<file path="src/rtl/fs_nibble_sub.sv">
// fs_nibble_sub: multi-cycle WIDTH-bit subtractor (a - b - bin), one 4-bit slice per clock, LSB first.
// Optional signed overflow flag enabled by defining FS_NIBBLE_SUB_OVF_EN.
module fs_nibble_sub #(
  parameter int WIDTH = 16
) (
  input  logic             clk,
  input  logic             rst_n,
  input  logic             in_valid,
  output logic             in_ready,
  input  logic [WIDTH-1:0] a,
  input  logic [WIDTH-1:0] b,
  input  logic             bin,
  output logic             out_valid,
  input  logic             out_ready,
  output logic [WIDTH-1:0] diff,
  output logic             bout,
  output logic             ovf
);
  localparam int NIB = WIDTH / 4;
  localparam int CW = $clog2(NIB + 1);
  typedef enum logic [1:0] {IDLE, BUSY, DONE} state_t;
  state_t state;
  logic [CW-1:0] cnt;
  logic [WIDTH-1:0] a_sh, b_sh, acc, acc_n;
  logic carry;
  logic [4:0] sl;
  assign sl = {1'b0, a_sh[3:0]} + {1'b0, ~b_sh[3:0]} + {4'b0, carry};
  assign acc_n = (WIDTH'(sl[3:0]) << (WIDTH - 4)) | (acc >> 4);
`ifdef FS_NIBBLE_SUB_OVF_EN
  logic a_msb, b_msb;
  always_ff @(posedge clk or negedge rst_n)
    if (!rst_n) begin
      a_msb <= 1'b0;
      b_msb <= 1'b0;
      ovf   <= 1'b0;
    end else begin
      if (state == IDLE && in_valid && in_ready) begin
        a_msb <= a[WIDTH-1];
        b_msb <= b[WIDTH-1];
      end
      if (state == BUSY && cnt == CW'(NIB - 1))
        ovf <= (a_msb != b_msb) && (sl[3] != a_msb);
    end
`else
  assign ovf = 1'b0;
`endif
  always_ff @(posedge clk or negedge rst_n)
    if (!rst_n) begin
      state     <= IDLE;
      cnt       <= '0;
      a_sh      <= '0;
      b_sh      <= '0;
      acc       <= '0;
      carry     <= 1'b0;
      in_ready  <= 1'b0;
      out_valid <= 1'b0;
      diff      <= '0;
      bout      <= 1'b0;
    end else begin
      case (state)
        IDLE: begin
          in_ready <= 1'b1;
          if (in_valid && in_ready) begin
            a_sh     <= a;
            b_sh     <= b;
            carry    <= ~bin;
            cnt      <= '0;
            in_ready <= 1'b0;
            state    <= BUSY;
          end
        end
        BUSY: begin
          a_sh  <= a_sh >> 4;
          b_sh  <= b_sh >> 4;
          carry <= sl[4];
          acc   <= acc_n;
          cnt   <= cnt + 1'b1;
          if (cnt == CW'(NIB - 1)) begin
            state     <= DONE;
            out_valid <= 1'b1;
            diff      <= acc_n;
            bout      <= ~sl[4];
          end
        end
        DONE: begin
          if (out_ready) begin
            state     <= IDLE;
            out_valid <= 1'b0;
            in_ready  <= 1'b1;
          end
        end
        default: state <= IDLE;
      endcase
    end
endmodule
</file>
<file path="config.mk">
export PLATFORM = sky130hd
export DESIGN_NAME = fs_nibble_sub
export DESIGN_NICKNAME = d
export VERILOG_FILES = /design/src/rtl/fs_nibble_sub.sv
export SDC_FILE = /design/constraint.sdc
export NUM_CORES = 1
export LEC_CHECK = 0
export BUFFER_PORTS_ARGS = -buffer_cell sky130_fd_sc_hd__buf_2
export CORE_ASPECT_RATIO = 0.6
export CORE_UTILIZATION = 55
export CTS_CLUSTER_DIAMETER = 150
export DETAILED_ROUTE_END_ITERATION = 8
export PLACE_DENSITY = 0.79
export SYNTH_ARGS = -nofsm -noshare
export SYNTH_HDL_FRONTEND = slang
export SYNTH_SLANG_ARGS = --single-unit
</file>
<file path="constraint.sdc">
create_clock -name clk -period 2.6 [get_ports clk]
set_input_delay 0 -clock clk [delete_from_list [all_inputs] [get_ports clk]]
set_output_delay 0 -clock clk [all_outputs]
set_load 0.03 [all_outputs]
</file>
; ---- Yosys cells after proc, flatten, opt, wreduce, memory -nomap -nowiden
; Cells that the tools add are included.
[word_totals]
regBits = 73
latch_bits = 0
ramBits = 0
romBits = 0
inputBits = 37
output_inout_bits = 20
word_cells = 51
n_memories = 0
[op_classes]
addsub = 3
mul = 0
div = 0
order_cmp = 0
eq_ne = 6
shift = 0
muxes = 18
bitwise_logic = 4
reduce_logical = 10
[op_table]
columns = cell, count
row1 = $pmux W16 S2, 2
row2 = $mux W16, 2
row3 = $or A16 B12 Y16, 1
row4 = $mux W2, 3
row5 = $ne A2 B2 Y1 const B, 3
row6 = $pmux W1 S2, 3
row7 = $pmux W2 S3, 1
row8 = $pmux W3 S2, 1
row9 = $reduce_and A2 Y1, 3
row10 = $reduce_and A3 Y1, 2
row11 = $reduce_bool A2 Y1, 3
row12 = $add A4 B4 Y5, 1
row13 = $add A5 B1 Y5, 1
row14 = $mux W1, 5
row15 = $not A4 Y4, 1
row16 = $add A3 B1 Y3 const B, 1
row17 = $eq A3 B2 Y1 const B, 1
row18 = $mux W3, 1
row19 = $eq A2 B1 Y1 const B, 1
row20 = $eq A2 B2 Y1 const B, 1
row21 = $logic_not A2 Y1, 1
row22 = $not A1 Y1, 2
row23 = $logic_and A1 B1 Y1, 1

; ---- Depth between registers and ports, before layout
; Gate-level depths: netlist of the first run.
[logic_depth]
word_depth = 4
mapped_depth = 6
ltp_nobuf = 6

; ---- Worst setup path before layout of the first run
; No wires, ideal clock.
[synth_path]
path_kind = reg-to-reg
from = register a_sh[0]
to = register carry
setup_time_ps = 130
arrival_ps = 1686
path_slack_ps = 784
stages_incl_launch_ff = 6
path_buffers = 0
period_less_slack_ps = 1816
cell_sequence = dfrtp_1 fa_1 fa_1 a21o_1 a211oi_1 a31oi_1
[synth_via]
elab_chain_len = 3
[synth_lines]
columns = item, line
row1 = start: declaration, 24  ; logic [WIDTH-1:0] a_sh, b_sh, acc, acc_n;
row2 = start signal: assignment, 73  ; a_sh <= a_sh >> 4;
row3 = $add A4 B4 Y5, 27  ; assign sl = {1'b0, a_sh[3:0]} + {1'b0, ~b_sh[3:0]} + {4'b0, carry};
row4 = $add A5 B1 Y5, 27
row5 = $pmux W1 S2, 60  ; case (state)
row6 = end signal: assignment, 66  ; carry <= ~bin;
row7 = end signal: assignment, 75  ; carry <= sl[4];
row8 = end: declaration, 25  ; logic carry;
; Every way passes these cells.
; A chain may end at the register's enable or synchronous reset.

; ---- Worst setup path in the final report of the first run
; Ends and elaborated chain as after synthesis.

==> metrics, run 1 <==
Synth top area share=approximately 56%; yosys warns=0; Hold Path Origin=in_valid; Starting Density=58.78%; Hold Path End=b_sh[12]; Synth Cell Area=about 0.0031 sq mm; Final ANT Viol Nets=0; Vias=about 2.2k; H-tree Lvls=3; Avg Inst Size Synth=11.10 sq um; Top-Level Pins=57; failing checks=design-rule violations; worst hold path type=in2reg; layout cells sized above 1=between 20 and 25%; max_cap viols=0; R2R cell count=5; Post-Route Utilization=about 74%; routed len/inst=roughly 15 um; CTS Sinks=between 60 and 70; Worst-path clk slew=~0.07 ns; first-pass GRT wire length=10.80 mm; Min-Delay Path Depth=3; DRT iter0 DRCs=140; Simple-Gate Fraction of Synth Area=~12%; fmax=slightly above 500 MHz; die area=about 0.0059 sq mm; Final Max Tran Viols=0; drc violations=3; drt total wl=6.421 mm; endpoints failing hold=0; worst-case clock buffer depth=2; Synth Area in Adders=3.337%; Cells after Synth=277; most common cell in the synthesized netlist=dfrtp_1; GPL Wtd Cong=between 0.7 and 0.8; setup TNS=0 ns; synthesized flop and latch total=just under 70; core area=approximately 0.0052 sq mm; Syn Nets=roughly 320; largest net degree at the start of global routing=70; synthesis-to-layout area growth=26.05%; top_reg_cell synth=dfrtp_1; R2R Setup Slk=approximately 0.64 ns; Commonest cells post-synth=dfrtp_1 (69), nand2_1 (64), mux2i_1 (30); FF-to-FF End=carry; Fin Clk Skew=roughly 0.0031 ns; Post-synth EDFFs=0; Slew HR=43.15%; crit start category=flip-flop; Die Y=about 60 um; main combinational cell family by area after synthesis=multiplexers; RSZ-0062 raised after global routing=false; XOR/XNOR Fraction of Synth Area=less than 1%; placement-stage cell area=between 0.003 and 0.004 sq mm; leakage=about 0.002 uW; via/cell ratio=a little over 5; chip width=just under 100 um; Compound-Gate Fraction of Synth Area=between 8 and 9%; # resized after CTS=0; outcome=complete, but fails checks; GRT Residual Overflow=0; # setup viols final=0; power per cell area=1188 mW/mm^2; reg2reg start=a_sh[0]; Nets=approximately 410; minimum clock period=between 1.5 and 2 ns; VDD IR max=a little under 0.6 mV; Post-CTS Setup Inserts=0; HPWL Detailed=~4 mm; Area contributors post-synth=dfrtp_1 (56%), mux2i_1 (9.8%), nand2_1 (7.8%); post-synthesis mux area share=14.90%; Total GRT Usage=about a quarter; Worst Tran Pin Value=0.8527 ns; Final period util=75.34%; vias in the first global route=about 2.3k; Setup CP Type=reg2reg; number of port buffers=55; critical path required time=~2.8 ns; worst-skew pair later-pin latency=around 0.34 ns; element type at the critical path end=flip-flop; Final Cell Area=between 0.003 and 0.004 sq mm; Seq/Total Area, Yosys=between 50% and 60%; initial antenna violation count=0; ys async rst share=100.0%; CTS tree=yes; crit-path max FO=2; First-pass DRT Iterations=7; CTS root buf=clkbuf_8; Fin Hold WS=0.3686 ns; Total Power=~4600 uW; Unique masters post-synth=30; area leader, netlist=dfrtp_1; Site Rows=20; CP arrival=~2.1 ns; ant diodes=0; Num CTS Buffers=9
## through the flow
step	setup WS (ns)	std cells
2_1_floorplan	0.7844	277
3_3_place_gp	0.7084	384
3_5_place_dp	0.6700	384
4_1_cts	0.6619	434
5_1_grt	0.5490	434
6_report	0.6413	434
## routing by layer
| metal | up-vias | part of all wire [%] | GRT usage [%] | routed length [um] |
|---|---|---|---|---|
| met5 | - | 0 | 0 | 0 |
| met4 | 0 | 1.6 | 7.463 | 102 |
| met3 | 13 | 5.1 | 8.538 | 329 |
| met2 | 58 | 45 | 40.04 | 2911 |
| met1 | 1068 | 48 | 33.20 | 3077 |
| li1 | 1102 | - | - | - |
## worst max-delay path, cell delays in order, from the launching register on
cell      delay, ns
dfrtp_1        0.40
fa_1           0.47
fa_1           0.43
a21o_1         0.21
a211oi_1       0.23
a31oi_1        0.06
## how the worst max path moves through the flow
stage | cells after the start | slack (ns) | from | endpoint
CTS | 5 | 0.66 | a_sh[0] | carry
global route | 5 | 0.55 | a_sh[0] | carry
global placement | 5 | 0.71 | a_sh[0] | carry
finish | 5 | 0.64 | a_sh[0] | carry
floorplan | 5 | 0.78 | a_sh[0] | carry
detailed placement | 5 | 0.67 | a_sh[0] | carry
## layout by cell type, fill, tap and decap left out, types with 2 or more instances in the layout
master / instances
dfrtp_1: 69
nand2_1: 64
buf_2: 55
dlygate4sd3_1: 35
mux2i_1: 30
o21ai_1: 27
mux2_2: 14
clkbuf_8: 10
inv_1: 6
o21ai_0: 6
nand3_1: 6
nor2_1: 5
ha_1: 5
nand2b_1: 4
a21oi_1: 3
clkbuf_1: 3
buf_4: 3
nand3b_4: 2
o31ai_1: 2
a21o_1: 2
a211oi_1: 2
fa_1: 2
clkinv_2: 2
## cell type report
cell class / count / area [sq um]
clock inverters: 2 / 10.01
flip-flops and latches: 69 / 1727
fillers: 375 / 1355
multi-input cells: 184 / 1216
well taps: 66 / 82.58
inverters: 6 / 22.52
clock buffers: 13 / 148.9
repair buffers: 94 / 668.1
## registers in the layout, indices dropped and copies added, names as in the netlist
| register | count |
|---|---|
| cnt | 3 |
| out_valid | 1 |
| carry | 1 |
| in_ready | 1 |
| a_sh | 16 |
| bout | 1 |
| acc | 12 |
| state | 2 |
| b_sh | 16 |
| diff | 16 |
## where the power goes
group          internal (uW)  leakage, uW  switching (uW)  total, uW
Combinational            825      0.00104            1200       2030
Clock                    365    0.0000833             368        732
Sequential              1540     0.000880             310       1850
## timing repair
item	4_1_cts	5_1_grt
endpoints found under the hold margin	104	0
endpoints found under the setup margin	0	0
hold buffers	35	0
## kinds of logic (layout without fill, tap and decap cells)
group	count (synthesis)	in the layout
compound gates	46	46
buf+inv	24	115
other cells	1	1
flops	69	69
mux	44	44
fa+ha+maj	7	7
simple gates	85	85
xor+xnor	1	1
Power figures use the tool's default switching activity.
==> inputs of run 2 (changes only) <==
--- a/config.mk
+++ b/config.mk
@@ -7,10 +7,10 @@
 export LEC_CHECK = 0
 export BUFFER_PORTS_ARGS = -buffer_cell sky130_fd_sc_hd__buf_2
 export CORE_ASPECT_RATIO = 0.6
-export CORE_UTILIZATION = 55
+export CORE_UTILIZATION = 50
 export CTS_CLUSTER_DIAMETER = 150
 export DETAILED_ROUTE_END_ITERATION = 8
-export PLACE_DENSITY = 0.79
+export PLACE_DENSITY = 0.76
 export SYNTH_ARGS = -nofsm -noshare
 export SYNTH_HDL_FRONTEND = slang
 export SYNTH_SLANG_ARGS = --single-unit
==> constraint.sdc (replaced) <==
create_clock -name clk -period 1.6 [get_ports clk]
set_input_delay 0 -clock clk [delete_from_list [all_inputs] [get_ports clk]]
set_output_delay 0 -clock clk [all_outputs]
set_load 0.03 [all_outputs]
==> run 2 against run 1 <==
  * The run ends with negative setup slack left
  * Wire length grew 5.1%
  * Total power grew 87%
  * Largest cell class unchanged
  * Sequential share of layout area shrank 3.5 points
  * Setup slack lost 0.83 ns
  * Non-clock buffer count grew 17
  * First-iteration DRC count shrank 50%
  * Combinational power grew 91%
  * Clock power grew 140%
  * Register-to-register slack lost 0.83 ns
  * Flip-flop and latch count is the same
  * Sequential power grew 61%
  * Critical endpoint unchanged
==> metrics, run 2 (synthesis results as in run 1) <==
Vias=2363 (+5.4%); Fin Hold WS=0.04884 ns (-0.3198 ns); Final period util=111.7% (+36 points); Fin Clk Skew=0.008037 ns (+0.004941 ns); FILL cells=393 (+4.8%); initial antenna violation count=0 (unchanged); setup TNS=-0.7504 ns (-0.7504 ns); via/cell ratio=5.071 (-1.8%); number of port buffers=55 (unchanged); HPWL Detailed=4.238 mm (+8.9%); Final Cell Area=0.004209 sq mm (+8.6%); largest net degree at the start of global routing=51 (-27%); drt total wl=6.749 mm (+5.1%); Post-Route Utilization=73.15% (-0.94 points); max_cap viols=0 (unchanged); Top-Level Pins=57 (unchanged); most frequent cells in the layout=dfrtp_1 (69), nand2_1 (64), buf_2 (55); endpoints failing hold=0 (unchanged); worst-skew pair later-pin latency=0.36 ns (+0.02 ns); GPL Wtd Cong=0.7934 (+4.7%); pre-CTS setup slack=-0.1541 ns (-0.8241 ns); chip width=103.2 um (+4.8%); leakage=0.002157 uW (+7.5%); fmax=559.3 MHz (+9.6%); Total GRT Usage=23.87% (-1.2 points); CP arrival=2.02 ns (-0.12 ns); crit start category=flip-flop; routed len/inst=14.48 um (-2.1%); Die Y=62.74 um (+4.7%); VDD IR max=0.9983 mV (+67%); placement-stage cell area=0.003536 sq mm (+5.1%); Nets=425 (+4.2%); H-tree Lvls=3 (unchanged); Num CTS Buffers=9 (unchanged); Final Max Tran Viols=0 (unchanged); ant diodes=0 (unchanged); Worst-path clk slew=0.08 ns (about the same); minimum clock period=1.788 ns (-0.1708 ns); DRT iter0 DRCs=70 (-50%); power per cell area=2044 mW/mm^2 (+72%); vias in the first global route=2327 (+1.8%); RSZ-0062 raised after global routing=true; First-pass DRT Iterations=4 (-3); element type at the critical path end=flip-flop; worst-case clock buffer depth=2 (unchanged); layout cells sized above 1=30.31% (+6.1 points); core area=0.005754 sq mm (+10%); Slew HR=59.77% (+17 points); Final ANT Viol Nets=0 (unchanged); Setup CP Type=reg2reg; critical path required time=1.83 ns (-0.95 ns); GRT Residual Overflow=0 (unchanged); # setup viols final=5 (+5); die area=0.006476 sq mm (+9.7%); fin worst setup slack=-0.1879 ns (-0.8292 ns); largest registers=a_sh: 16 flops, b_sh: 16 flops, diff: 16 flops; Worst Tran Pin Value=0.6034 ns (-0.2492 ns); worst hold path type=in2reg; CTS Sinks=69 (unchanged); failing checks=negative setup slack; CTS tree=yes; CTS root buf=clkbuf_8; Starting Density=53.42% (-5.4 points); crit-path max FO=2 (unchanged); first-pass GRT wire length=11.28 mm (+4.5%); synthesis-to-layout area growth=36.92%; outcome=complete, but fails checks; drc violations=0 (-3); Site Rows=21 (+5.0%); commonest non-fill, non-tap cell in the layout=dfrtp_1
## run 2: changes by cell type in the layout (fill, tap and decap cells not counted), moves of 2 or more
cell	before	now
fa_2	0	2
buf_12	1	7
a211oi_1	2	0
bufinv_16	0	3
clkinv_2	2	0
a211oi_2	0	2
buf_4	3	14
fa_1	2	0
clkbuf_1	3	0
clkinvlp_4	0	2
## run 2: power by group
part	internal, uW	switching (uW)
Combinational	1750	2130
Clock	1040	696
Sequential	2500	486
## run 2: what timing repair did
action,4_1_cts,5_1_grt
hold buffers,35,0
gates resized for setup,2,2
endpoints found under the setup margin,5,16
gates cloned,0,0
endpoints found under the hold margin,57,0
pin swaps,3,6
buffers inserted,2,5
## run 2: worst paths after layout
path	end	slack [ns]	from	depth (start not counted)
worst max-delay path	carry	-0.19	b_sh[0]	6
worst min-delay path	b_sh[13]	0.05	in_valid	3
worst max register to register	carry	-0.19	b_sh[0]	6
worst min register to register	acc[7]	0.49	acc[7]	2
max in group asynchronous	diff[5]	0.86	rst_n	3
min in group asynchronous	out_valid	0.18	rst_n	2
## run 2: worst max-delay path, cell delays in order (launching register included)
cell      delay (ns)
dfrtp_1         0.36
inv_2           0.05
fa_2            0.41
fa_2            0.36
a21o_1          0.19
a211oi_2        0.22
a31oi_1         0.07
## run 2: layer usage
metal	part of all wire [%]	GRT usage (%)	routed length, um	vias to the layer above
li1	-	-	-	1141
met1	47	33.16	3162	1155
met2	46	36.33	3109	58
met3	6.0	7.159	406	9
met4	1.1	7.042	71	0
met5	0	0	0	-
## run 2: metrics by stage
| step | cells | power, uW |
|---|---|---|
| 6_report | 466 | 8604 |
| 5_1_grt | 466 | 9219 |
| 4_1_cts | 461 | 8480 |
| 3_5_place_dp | 408 | 6569 |
| 3_3_place_gp | 408 | 6437 |
| 2_1_floorplan | 277 | 5504 |
## run 2: area by class of cell
| class | count | area [sq um] | area share, % |
|---|---|---|---|
| tap | 80 | 100.1 | 2.378 |
| clock buffer | 9 | 123.9 | 2.943 |
| clock inverter | 7 | 122.6 | 2.913 |
| sequential | 69 | 1727 | 41.02 |
| inverter | 6 | 22.52 | 0.5351 |
| timing repair buffer | 111 | 870.8 | 20.69 |
| multi-input combinational | 184 | 1242 | 29.52 |
==> inputs of run 3 (changes only) <==
--- a/config.mk
+++ b/config.mk
@@ -10,7 +10,7 @@
 export CORE_UTILIZATION = 50
 export CTS_CLUSTER_DIAMETER = 150
 export DETAILED_ROUTE_END_ITERATION = 8
-export PLACE_DENSITY = 0.76
+export PLACE_DENSITY = 0.85
 export SYNTH_ARGS = -nofsm -noshare
 export SYNTH_HDL_FRONTEND = slang
 export SYNTH_SLANG_ARGS = --single-unit
==> run 3 against run 2 <==
  * The run still ends with negative setup slack left
  * Fmax rose by 4.7%
  * Hold slack got worse by 0.037 ns
  * Die area is the same
  * Combinational power barely moved
  * Count of clock-buffer cells in the layout rose by 1
  * First-iteration DRC count increased by 50%
  * Non-clock buffer count is 8 lower
==> metrics, run 3 (synthesis results as in run 1) <==
outcome=complete, but fails checks; failing checks=negative setup slack; largest net degree at the start of global routing=70 (+37%); Starting Density=53.42% (unchanged); leakage=0.002120 uW (-1.7%); Final period util=106.8% (-5.0 points); first-pass GRT wire length=11.62 mm (+3.0%); CTS root buf=clkbuf_8; First-pass DRT Iterations=4 (unchanged); Worst-path clk slew=0.07 ns (about the same); Site Rows=21 (unchanged); commonest non-fill, non-tap cell in the layout=dfrtp_1; placement-stage cell area=0.003488 sq mm (-1.3%); pre-CTS setup slack=-0.1130 ns (+0.04109 ns); Total GRT Usage=24.63% (+0.77 points); routed len/inst=15.35 um (+6.0%); crit start category=flip-flop; drc violations=0 (unchanged); endpoints failing hold=0 (unchanged); drt total wl=7.062 mm (+4.6%); R2R cell count=5 (-1); GRT Residual Overflow=0 (unchanged); initial antenna violation count=0 (unchanged); CTS tree=yes; HPWL Detailed=4.304 mm (+1.6%); Num CTS Buffers=9 (unchanged); worst-case clock buffer depth=2 (unchanged); Final Cell Area=0.004121 sq mm (-2.1%); setup TNS=-0.2307 ns (+0.5197 ns); fin worst setup slack=-0.1082 ns (+0.07971 ns); CP arrival=1.93 ns (-0.09 ns); number of port buffers=55 (unchanged); vias in the first global route=2383 (+2.4%); layout cells sized above 1=29.47% (-0.84 points); Top-Level Pins=57 (unchanged); Min-Delay Path Depth=3 (unchanged); VDD IR max=0.9975 mV (about the same); max_cap viols=0 (unchanged); critical path required time=1.83 ns (about the same); ant diodes=0 (unchanged); minimum clock period=1.708 ns (-0.07971 ns); synthesis-to-layout area growth=34.07%; die area=0.006476 sq mm (unchanged); element type at the critical path end=flip-flop; via/cell ratio=5.222 (+3.0%); Final Max Tran Viols=0 (unchanged); Finished Layout Cells=460 (-1.3%); Final ANT Viol Nets=0 (unchanged); Inst Count DP=405 (-0.74%); worst hold path type=in2reg; core area=0.005754 sq mm (unchanged); Nets=419 (-1.4%); # setup viols final=4 (-1); most frequent cells in the layout=dfrtp_1 (69), nand2_1 (64), buf_2 (55); fmax=585.4 MHz (+4.7%); H-tree Lvls=3 (unchanged); crit-path max FO=2 (unchanged); largest registers=a_sh: 16 flops, b_sh: 16 flops, diff: 16 flops; GPL Wtd Cong=0.7578 (-4.5%); chip width=103.2 um (unchanged); Fin Hold WS=0.01181 ns (-0.03703 ns); DRT iter0 DRCs=105 (+50%); CTS Sinks=69 (unchanged); Die Y=62.74 um (unchanged); power per cell area=2043 mW/mm^2 (about the same); Vias=2402 (+1.7%); RSZ-0062 raised after global routing=true; worst-skew pair later-pin latency=0.35 ns (about the same); Setup CP Type=reg2reg; Fin Clk Skew=0.01234 ns (+0.004305 ns)
==> run 3: changes by cell type in the layout (fill, tap and decap cells not counted), sizes merged <==
cell         change
clkinvlp         -2
inv              -1
buf              -7
clkbuf           +1
bufinv           -1
nand3b           +2
clkinv           +3
dlygate4sd3      -1
==> run 3: repair_timing <==
action	CTS	global route
endpoints found under the setup margin	18	19
setup buffers	1	2
gates cloned	2	0
pin swaps	3	2
hold buffers	34	0
gates resized for setup	3	4
hold endpoints to repair	103	0
==> run 3: power by group <==
part           switching, uW  internal [uW]
sequential               542           2500
combinational           2170           1680
clock                    656            877
==> run 3: final timing paths <==
kind | endpoint | start | slack (ns)
setup / recovery | carry | a_sh[0] | -0.11
hold / removal | a_sh[4] | a[4] | 0.01
setup reg to reg | carry | a_sh[0] | -0.11
hold reg to reg | acc[6] | acc[6] | 0.48
max in group asynchronous | a_sh[1] | rst_n | 1.11
min in group asynchronous | diff[11] | rst_n | 0.19
==> run 3: metrics by stage <==
stage	util (%)	total power (uW)
final	71.62	8419
after CTS	71.08	8256
after global placement	60.62	6326
after global routing	71.62	8995
after floorplan	-	5504
after detailed placement	60.62	6519
==> run 3: cell type report <==
type / count / area [sq um]
Clock buffer: 10 / 127.6
Timing Repair Buffer: 103 / 770.7
Sequential cell: 69 / 1727
Inverter: 6 / 22.52
Multi-Input combinational cell: 186 / 1286
Tap cell: 80 / 100.1
Clock inverter: 6 / 87.58
Fill cell: 406 / 1633
==> run 3: critical path, cell delays in order (launching register included) <==
cell and delay (ns):
dfrtp_1 0.42, fa_2 0.39, fa_2 0.35, a21o_1 0.20, a211oi_2 0.19, a31oi_1 0.05
==> run 3: layer usage <==
layer / routed length (um) / global-route usage, % / part of all wire (%) / vias to the layer above
li1: - / - / - / 1130
met1: 3335 / 34.76 / 47 / 1178
met2: 3290 / 36.75 / 47 / 80
met3: 321 / 7.159 / 4.5 / 14
met4: 114 / 7.923 / 1.6 / 0
met5: 0 / 0 / 0 / -
